===== src/rtl/cache_control_nway.sv =====
// Controller FSM for an N-way set-associative write-back cache. It sits between the CPU mem_* port
// and the pmem_* cacheline port, and keeps tree pseudo-LRU state, a sticky multi-hit flag and hit/miss counters.
module cache_control_nway #(
    parameter int NUM_WAYS       = 4,
    parameter int WAY_W          = $clog2(NUM_WAYS),
    parameter bit WRITE_ALLOCATE = 1'b1,
    parameter int CNT_W          = 16
) (
    input  logic                clk,
    input  logic                rst_n,
    input  logic                mem_read,
    input  logic                mem_write,
    input  logic [NUM_WAYS-1:0] hit,
    input  logic [NUM_WAYS-1:0] valid,
    input  logic [NUM_WAYS-1:0] dirty,
    input  logic [NUM_WAYS-2:0] plru_in,
    input  logic                pmem_resp,
    output logic                mem_resp,
    output logic                cache_array_read,
    output logic [WAY_W-1:0]    way_sel,
    output logic                load_valid,
    output logic                load_tag,
    output logic                load_dirty,
    output logic                load_data,
    output logic                load_plru,
    output logic                dirty_in,
    output logic                data_src,
    output logic [NUM_WAYS-2:0] plru_out,
    output logic                pmem_read,
    output logic                pmem_write,
    output logic                pmem_addr_sel,
    output logic                load_wb_buf,
    output logic                multi_hit_err,
    output logic [CNT_W-1:0]    hit_count,
    output logic [CNT_W-1:0]    miss_count
);

    typedef enum logic [2:0] {
        IDLE, LOOKUP, WB_SETUP, WRITEBACK, FILL, REPLAY, WRITE_THRU
    } state_t;

    state_t           state, state_next;
    logic [WAY_W-1:0] victim_q, hit_way, inv_way, victim_c;
    logic             victim_dirty_q, replaying, inv_found, victim_needs_wb;
    logic             capture_victim, hit_inc, miss_inc, err_set;
    logic             req;

    // Tree node i lives at plru bit NUM_WAYS-2-i, so the root is the MSB.
    function automatic logic [WAY_W-1:0] node_pos(input int node);
        return WAY_W'(NUM_WAYS - 2 - node);
    endfunction

    function automatic logic [WAY_W-1:0] plru_victim(input logic [NUM_WAYS-2:0] bits);
        logic [WAY_W-1:0] way;
        logic             dir;
        int               node;
        way  = '0;
        node = 0;
        for (int lvl = 0; lvl < WAY_W; lvl++) begin
            dir  = bits[node_pos(node)];
            way  = (way << 1) | WAY_W'(dir);
            node = 2 * node + 1 + int'(dir);
        end
        return way;
    endfunction

    function automatic logic [NUM_WAYS-2:0] plru_touch(input logic [NUM_WAYS-2:0] bits,
                                                       input logic [WAY_W-1:0]    way);
        logic [NUM_WAYS-2:0] upd;
        logic [WAY_W-1:0]    sh;
        logic                dir;
        int                  node;
        upd  = bits;
        node = 0;
        for (int lvl = 0; lvl < WAY_W; lvl++) begin
            sh             = way >> (WAY_W - 1 - lvl);
            dir            = sh[0];
            upd[node_pos(node)] = ~dir;
            node           = 2 * node + 1 + int'(dir);
        end
        return upd;
    endfunction

    assign req = mem_read | mem_write;

    // Scanning from the top down leaves the lowest matching index in place.
    always_comb begin
        hit_way   = '0;
        inv_way   = '0;
        inv_found = 1'b0;
        for (int i = NUM_WAYS - 1; i >= 0; i--) begin
            if (hit[i]) hit_way = WAY_W'(i);
            if (!valid[i]) begin
                inv_way   = WAY_W'(i);
                inv_found = 1'b1;
            end
        end
    end

    assign victim_c        = inv_found ? inv_way : plru_victim(plru_in);
    assign victim_needs_wb = valid[victim_c] & dirty[victim_c];

    // NOTE: every output and flag is given a default before the case so no path leaves one unassigned (no latches).
    always_comb begin
        state_next       = state;
        mem_resp         = 1'b0;
        cache_array_read = 1'b0;
        way_sel          = '0;
        load_valid       = 1'b0;
        load_tag         = 1'b0;
        load_dirty       = 1'b0;
        load_data        = 1'b0;
        load_plru        = 1'b0;
        dirty_in         = 1'b0;
        data_src         = 1'b0;
        plru_out         = plru_in;
        pmem_read        = 1'b0;
        pmem_write       = 1'b0;
        pmem_addr_sel    = 1'b0;
        load_wb_buf      = 1'b0;
        capture_victim   = 1'b0;
        hit_inc          = 1'b0;
        miss_inc         = 1'b0;
        err_set          = 1'b0;
        // Outputs are forced low for the whole time reset is held, even if a request is still present.
        if (rst_n) begin
            case (state)
                IDLE: begin
                    cache_array_read = req;
                    if (req) state_next = LOOKUP;
                end
                LOOKUP: begin
                    if (!req) begin
                        state_next = IDLE;
                    end else if (|hit) begin
                        way_sel    = hit_way;
                        err_set    = ($countones(hit) > 1);
                        mem_resp   = 1'b1;
                        load_plru  = 1'b1;
                        plru_out   = plru_touch(plru_in, hit_way);
                        hit_inc    = ~replaying;
                        if (mem_write) begin
                            load_data  = 1'b1;
                            load_dirty = 1'b1;
                            dirty_in   = 1'b1;
                        end
                        state_next = IDLE;
                    end else begin
                        miss_inc       = 1'b1;
                        capture_victim = 1'b1;
                        if (mem_write && !WRITE_ALLOCATE) state_next = WRITE_THRU;
                        else if (victim_needs_wb)         state_next = WB_SETUP;
                        else                              state_next = FILL;
                    end
                end
                WB_SETUP: begin
                    way_sel       = victim_q;
                    pmem_addr_sel = 1'b1;
                    load_wb_buf   = victim_dirty_q;
                    state_next    = WRITEBACK;
                end
                WRITEBACK: begin
                    way_sel       = victim_q;
                    pmem_write    = 1'b1;
                    pmem_addr_sel = 1'b1;
                    if (pmem_resp) begin
                        load_dirty = 1'b1;
                        state_next = FILL;
                    end
                end
                FILL: begin
                    way_sel   = victim_q;
                    pmem_read = 1'b1;
                    if (pmem_resp) begin
                        load_data  = 1'b1;
                        data_src   = 1'b1;
                        load_tag   = 1'b1;
                        load_valid = 1'b1;
                        load_dirty = 1'b1;
                        state_next = REPLAY;
                    end
                end
                REPLAY: begin
                    cache_array_read = 1'b1;
                    state_next       = LOOKUP;
                end
                WRITE_THRU: begin
                    pmem_write = 1'b1;
                    if (pmem_resp) begin
                        mem_resp   = 1'b1;
                        state_next = IDLE;
                    end
                end
                default: state_next = IDLE;
            endcase
        end
    end

    // NOTE: sequential state uses non-blocking assignments so every register samples pre-edge values.
    always_ff @(posedge clk or negedge rst_n) begin
        if (!rst_n) begin
            state          <= IDLE;
            victim_q       <= '0;
            victim_dirty_q <= 1'b0;
            replaying      <= 1'b0;
            multi_hit_err  <= 1'b0;
            hit_count      <= '0;
            miss_count     <= '0;
        end else begin
            state     <= state_next;
            replaying <= (state == REPLAY);
            if (capture_victim) begin
                victim_q       <= victim_c;
                victim_dirty_q <= victim_needs_wb;
            end
            if (err_set) multi_hit_err <= 1'b1;
            if (hit_inc && hit_count != '1)   hit_count  <= hit_count + CNT_W'(1);
            if (miss_inc && miss_count != '1) miss_count <= miss_count + CNT_W'(1);
        end
    end

endmodule


===== config.mk =====
export PLATFORM = sky130hd
export DESIGN_NAME = cache_control_nway
export DESIGN_NICKNAME = d
export VERILOG_FILES = /design/src/rtl/cache_control_nway.sv
export SDC_FILE = /design/constraint.sdc
export NUM_CORES = 1
export LEC_CHECK = 0
export CAP_MARGIN = 0
export CORE_ASPECT_RATIO = 0.75
export CORE_MARGIN = 1
export CORE_UTILIZATION = 55
export CTS_BUF_LIST = sky130_fd_sc_hd__clkbuf_8
export DETAILED_ROUTE_END_ITERATION = 10
export DONT_BUFFER_PORTS = 1
export PLACE_DENSITY_LB_ADDON = 0.25
export SYNTH_ARGS = -nofsm -noshare
export SYNTH_HDL_FRONTEND = slang
export SYNTH_SLANG_ARGS = --single-unit
export TNS_END_PERCENT = 100

===== constraint.sdc =====
create_clock -name clk -period 2.28 [get_ports clk]
set_clock_uncertainty 0.15 [all_clocks]
set_input_delay 0.114 -clock clk [delete_from_list [all_inputs] [get_ports clk]]
set_output_delay 0.114 -clock clk [all_outputs]
set_load 0.02 [all_outputs]

==> qor.json, run 1 <==
{
  "grt_pass1_vias": {"value": 1866},
  "synth_seq_cells": {"value": 40},
  "num_antenna_cells": {"value": 0},
  "worst-endpoint-required": {"value": 2350, "unit": "ps"},
  "gpl.final_weighted_congestion": {"value": 0.750},
  "setup.worst_path.start": {"value": "state[1]"},
  "post-route-worst-setup-slack": {"value": 132, "unit": "ps"},
  "dp.final_hpwl": {"value": 3730, "unit": "um"},
  "detailroute.via_count": {"value": 1913},
  "synth.area.top_cells": {"value": "dfrtp_1 (43%), xnor2_1 (5.3%), xor2_1 (5.3%)"},
  "ir_drop": {"value": 0.452, "unit": "mV"},
  "clockBufferDepth": {"value": 2},
  "design.die.area": {"value": 4510, "unit": "um2"},
  "htree_num_levels": {"value": 2},
  "postLayoutCoreUtil": {"value": 67.8, "unit": "%"},
  "grt_util_met2": {"value": 37.4, "unit": "%"},
  "cts_buffers": {"value": 5},
  "grt_pass1_wl": {"value": 8580, "unit": "um"},
  "p_leak": {"value": 1.26, "unit": "nW"},
  "proportion_of_synthesized_chip_area_in_sequential_cells": {"value": 42.9, "unit": "%"},
  "wirelength": {"value": 5070, "unit": "um"},
  "worst_slew_margin_rel": {"value": 55.9, "unit": "%"},
  "rrSetupSlack": {"value": 130, "unit": "ps"},
  "tritoncts_clock_tree": {"value": "done"},
  "port_bufs": {"value": 0},
  "drc_violations_left": {"value": 0},
  "finalHoldViolCount": {"value": 0},
  "yosysTopAreaCell": {"value": "dfrtp_1"},
  "drtIter0Drc": {"value": 77},
  "power_density": {"value": 689, "unit": "nW/um2"},
  "hp-start": {"value": "pmem_resp"},
  "global_route.usage.met3": {"value": 6.51, "unit": "%"},
  "row_count": {"value": 20},
  "period_share": {"value": 94.2, "unit": "%"},
  "globalRoute.totalOverflow": {"value": 0},
  "cts.sinks": {"value": 40},
  "critPathLaunchType": {"value": "flop"},
  "drt-wirelength-per-cell": {"value": 15.2, "unit": "um"},
  "placedCellCount": {"value": 317},
  "dp_worst_setup_slack": {"value": 148, "unit": "ps"},
  "synth_ff_type": {"value": "dfrtp_1"},
  "max_cap_viol_count": {"value": 0},
  "clock_insertion_delay_worst_skew": {"value": 290, "unit": "ps"},
  "num-nets-final": {"value": 302},
  "timing.hold.worst_path_depth": {"value": 3},
  "synth_cell_type_count": {"value": 53},
  "grt_util_met1": {"value": 33.3, "unit": "%"},
  "synth.yosys.warnings": {"value": 0},
  "syn_nets": {"value": 269},
  "maximum_number_of_pins_on_one_net_before_global_route_repair": {"value": 46},
  "outcome": {"value": "completed"},
  "layoutNonFillerInstCount": {"value": 333},
  "post_synth.cell_area_avg": {"value": 9.52, "unit": "um2"},
  "synth_enable_flop_cells": {"value": 0},
  "clkTransAtPathRegs": {"value": 70, "unit": "ps"},
  "cp_slowest_cell": {"value": "dlygate4sd3_1"},
  "drtAntennaViolNets": {"value": 0},
  "stage_delay_of_the_slowest_cell_on_the_critical_path": {"value": 590, "unit": "ps"},
  "antenna_found_initial": {"value": 0},
  "worstPathArrival": {"value": 2220, "unit": "ps"},
  "cp_max_fo": {"value": 6},
  "layout-area-overhead-vs-synth": {"value": 17.9, "unit": "%"},
  "synthArstFlopShare": {"value": 100, "unit": "%"},
  "timing.critical_path.cells": {"value": "and4bb_2, nand3_1, o31ai_1, dlygate4sd3_1"},
  "ff2ff_path_depth": {"value": 4},
  "most_used_layer_global_route": {"value": "met2"},
  "post_synth_instance_area": {"value": 2330, "unit": "um2"},
  "rr_endpoint": {"value": "victim_q[1]"},
  "worstSetupEndpointType": {"value": "flop"},
  "synth_commonest_cells": {"value": "dfrtp_1 (40), nand2_1 (25), nor2_1 (22)"},
  "layout_cell_share_with_drive_strength_beyond_1": {"value": 18.0, "unit": "%"},
  "initial_core_util": {"value": 57.5, "unit": "%"},
  "pins_over_their_slew_limit": {"value": 0},
  "max_freq": {"value": 0.465, "unit": "GHz"},
  "finalWorstPathRequiredPeriod": {"value": 2150, "unit": "ps"},
  "globalRouteTotalUtil": {"value": 24.2, "unit": "%"},
  "detail_route.vias_per_cell": {"value": 5.74},
  "timing_worst_slew_pin_value": {"value": 654, "unit": "ps"},
  "design.core.area": {"value": 4050, "unit": "um2"},
  "grt_setup_unrepaired": {"value": "no"},
  "critical_path_class": {"value": "flop to flop"},
  "die-height": {"value": 58.4, "unit": "um"},
  "critical_path.reg2reg.startpoint": {"value": "state[1]"},
  "min_delay_worst_endpoint": {"value": "state[0]"},
  "fin_tns_setup": {"value": 0, "unit": "ps"},
  "setup_viol": {"value": 0},
  "yosysTopAreaCellShare": {"value": 42.9, "unit": "%"},
  "min_path_type": {"value": "input port to flop"},
  "drt-pass1-iter-count": {"value": 4},
  "most_common_cell_in_the_netlist": {"value": "dfrtp_1"},
  "die_x": {"value": 77.2, "unit": "um"},
  "clk_root_buffer_cell": {"value": "clkbuf_8"},
  "design.portCount": {"value": 71},
  "synth_cells": {"value": 245}
}
## power by group
group / switching (mW) / internal (mW) / leakage (nW)
sequential: 0.113 / 0.795 / 0.528
combinational: 0.313 / 0.233 / 0.683
clock: 0.237 / 0.204 / 0.0452
## cell type report
class / count / area [um2]
clock buffer: 5 / 68.8
clock inverter: 2 / 8.76
fill: 335 / 1310
inverter: 10 / 37.5
multi-input combinational: 187 / 1270
sequential: 40 / 1000
tap: 55 / 68.8
timing repair buffer: 34 / 295
## worst max-delay path, delay by kind of cell, from the launching register on
| family | cells | cell delay (ps) |
|---|---|---|
| buffers and inverters | 1 | 590 |
| DFF | 1 | 400 |
| AOI/OAI and AO/OA | 1 | 340 |
| and+or+nand+nor | 2 | 610 |
## worst max path at each step
stage / end / depth (start not counted)
3_5_place_dp: miss_count[13] / 7
4_1_cts: plru_out[0] / 5
3_3_place_gp: miss_count[13] / 7
6_report: victim_q[1] / 4
5_1_grt: victim_q[1] / 4
2_1_floorplan: hit_count[3] / 6
## cell usage in the layout, fill, tap and decap left out, drive strengths merged, types with 2 or more instances in the layout
master        n
o211ai        6
buf          26
dfrtp        40
nand2b        6
mux2          4
a31oi         3
nor2         23
o21ai         7
a21oi         8
xnor2        14
or4           2
xor2         14
nor4b         2
ha            3
clkbuf        5
dlygate4sd3   8
o31ai         2
nand4         7
nor2b         2
and3          4
or3           2
nand2        25
inv          11
nand3        19
nor3         10
and4          5
## registers in the layout, indices dropped and copies added, names as in the netlist
name	cells
hit_count	16
miss_count	16
state	3
victim_q	2
multi_hit_err	1
replaying	1
victim_dirty_q	1
## through the flow
step	instance area (um2)	hold slack [ps]	total power [mW]
after global placement	2550	-331	1.40
after CTS	2740	7.39	1.90
after detailed placement	2550	-331	1.42
after floorplan	2330	-332	1.26
final	2750	12.9	1.89
after global routing	2750	44.2	2.01
## layer usage
| metal | part of all wire [%] | up-vias |
|---|---|---|
| li1 | - | 931 |
| met2 | 44 | 67 |
| met4 | 1.0 | 0 |
| met3 | 7.0 | 6 |
| met5 | 0 | - |
| met1 | 48 | 909 |
## cell families after synthesis
logic type | after synthesis | share of synthesized area [%]
compound gates | 34 | 9.82
xor+xnor | 28 | 10.5
fa+ha+maj | 5 | 2.90
simple gates | 115 | 28.2
mux | 5 | 2.36
buf+inv | 18 | 3.27
flops | 40 | 42.9
## what timing repair did
action	4_1_cts	5_1_grt
hold buffers	9	0
endpoints found under the setup margin	1	1
resized for setup	1	3
hold endpoints to repair	47	0
setup buffers	0	0
Power figures use the tool's default switching activity.
==> run 2, diff against run 1 <==
CORE_UTILIZATION = 25   (was 55)
==> qor.json, run 2 (synthesized netlist as in run 1, its figures left out) <==
{
  "worstPathArrival": {"value": 1880, "unit": "ps"},
  "period_share": {"value": 94.1, "unit": "%"},
  "sequentialPowerShare": {"value": 44.3, "unit": "%"},
  "die-height": {"value": 85.6, "unit": "um"},
  "power_report.internal_total": {"value": 1.29, "unit": "mW"},
  "max_freq": {"value": 0.466, "unit": "GHz"},
  "design.die.area": {"value": 9720, "unit": "um2"},
  "globalRoute.totalOverflow": {"value": 0},
  "pins_over_their_slew_limit": {"value": 0},
  "cts_buffers": {"value": 5},
  "antenna_found_initial": {"value": 0},
  "finalWorstPathRequiredPeriod": {"value": 2150, "unit": "ps"},
  "drc_violations_left": {"value": 0},
  "port_bufs": {"value": 0},
  "cp_max_fo": {"value": 5},
  "drtIter0Drc": {"value": 99},
  "detailroute.via_count": {"value": 1931},
  "total_power": {"value": 1.99, "unit": "mW"},
  "worstSetupEndpointType": {"value": "primary output"},
  "comb_power_share": {"value": 30.6, "unit": "%"},
  "finalHoldViolCount": {"value": 0},
  "timing_worst_slew_pin_value": {"value": 559, "unit": "ps"},
  "tritoncts_clock_tree": {"value": "done"},
  "power_density": {"value": 680, "unit": "nW/um2"},
  "num-nets-final": {"value": 312},
  "worst-endpoint-required": {"value": 2020, "unit": "ps"},
  "htree_num_levels": {"value": 2},
  "detail_route.vias_per_cell": {"value": 4.63},
  "cts.sinks": {"value": 40},
  "post_detailed_placement_cell_area": {"value": 2710, "unit": "um2"},
  "grt_pass1_vias": {"value": 1899},
  "drtAntennaViolNets": {"value": 0},
  "grt_setup_unrepaired": {"value": "no"},
  "drt-wirelength-per-cell": {"value": 14.2, "unit": "um"},
  "clk_root_buffer_cell": {"value": "clkbuf_8"},
  "p_sw": {"value": 0.693, "unit": "mW"},
  "post-route-worst-setup-slack": {"value": 135, "unit": "ps"},
  "grt_pass1_wl": {"value": 9870, "unit": "um"},
  "clkTransAtPathRegs": {"value": 80, "unit": "ps"},
  "outcome": {"value": "completed"},
  "postLayoutCellArea": {"value": 2920, "unit": "um2"},
  "layout_common_cells": {"value": "dfrtp_1 (40), buf_4 (35), nand2_1 (25)"},
  "initial_core_util": {"value": 25.8, "unit": "%"},
  "worst_slew_margin_rel": {"value": 62.4, "unit": "%"},
  "critPathLaunchType": {"value": "flop"},
  "dp_worst_setup_slack": {"value": 200, "unit": "ps"},
  "max_cap_viol_count": {"value": 0},
  "wirelength": {"value": 5910, "unit": "um"},
  "top_regs": {"value": "hit_count (16), miss_count (16), state (3)"},
  "setup_viol": {"value": 0},
  "num_antenna_cells": {"value": 0},
  "p_leak": {"value": 1.32, "unit": "nW"},
  "design.portCount": {"value": 71},
  "layout-area-overhead-vs-synth": {"value": 25.2, "unit": "%"},
  "ir_drop": {"value": 0.329, "unit": "mV"},
  "row_count": {"value": 30},
  "globalRouteTotalUtil": {"value": 13.0, "unit": "%"},
  "power.share.switching": {"value": 34.9, "unit": "%"},
  "dp.final_hpwl": {"value": 4450, "unit": "um"},
  "layout_commonest_cell": {"value": "dfrtp_1"},
  "die_x": {"value": 114, "unit": "um"},
  "gpl.final_weighted_congestion": {"value": 0.734},
  "maximum_number_of_pins_on_one_net_before_global_route_repair": {"value": 46},
  "clockBufferDepth": {"value": 2},
  "design.core.area": {"value": 9050, "unit": "um2"},
  "clock_insertion_delay_worst_skew": {"value": 300, "unit": "ps"},
  "critical_path_class": {"value": "flop to primary output"},
  "drt-pass1-iter-count": {"value": 4},
  "fin_tns_setup": {"value": 0, "unit": "ps"},
  "min_path_type": {"value": "input port to flop"},
  "power.clock.fraction": {"value": 25.1, "unit": "%"},
  "hold_ws": {"value": 17.4, "unit": "ps"},
  "layout_cell_share_with_drive_strength_beyond_1": {"value": 20.4, "unit": "%"}
}
run 2: cell types whose count changed in the layout (fill, tap and decap cells not counted), sizes merged:
| cell | delta |
|---|---|
| buf | +10 |
| clkbuf | +1 |
| clkinv | -1 |
| inv | +1 |
run 2: cell type report:
type	count	area (um2)
well taps	128	160
multi-input cells	187	1260
inverters	10	37.5
flip-flops and latches	40	1000
fillers	931	6130
clock inverters	2	7.51
clock buffers	6	82.6
repair buffers	44	370
run 2: per-stage QoR:
step / utilization, % / std cells
global placement: 29.9 / 399
detailed placement: 29.9 / 399
finish: 32.3 / 417
CTS: 32.1 / 416
floorplan: - / 245
global route: 32.3 / 417
run 2: final timing paths:
path	start	endpoint	slack [ps]	cells after the start
max	state[1]	plru_out[0]	130	5
min reg2reg	victim_dirty_q	victim_dirty_q	340	1
max in group asynchronous	rst_n	miss_count[10]	1590	2
min in group asynchronous	rst_n	multi_hit_err	180	2
min	rst_n	state[0]	20	3
max reg2reg	state[1]	victim_q[1]	170	5
run 2: metal layers:
metal / share of wire, % / up-vias / global-route usage (%)
met1: 50 / 919 / 18.5
met2: 40 / 58 / 18.2
met5: 0 / - / 0
met4: 0.56 / 0 / 2.87
met3: 8.9 / 5 / 5.44
li1: - / 949 / -
run 2: critical path, cell delays in order (launching register included):
cell and delay (ps):
dfrtp_1 430, and4bb_2 350, nand3_1 110, inv_2 80, and3_1 210, mux2_2 410
run 2: timing repair:
action | in CTS | in global routing
endpoints found under the setup margin | 0 | 2
resized for setup | 0 | 2
setup buffers | 0 | 1
hold buffers | 9 | 0
endpoints found under the hold margin | 47 | 0
run 2: power by group through the flow:
| stage | Sequential, mW | Clock, mW | Combinational, mW |
|---|---|---|---|
| 2_1_floorplan | 0.960 | 0 | 0.305 |
| 6_report | 0.880 | 0.499 | 0.607 |
| 5_1_grt | 0.898 | 0.545 | 0.678 |
| 3_5_place_dp | 0.895 | 0 | 0.565 |
| 4_1_cts | 0.880 | 0.521 | 0.605 |
| 3_3_place_gp | 0.892 | 0 | 0.559 |
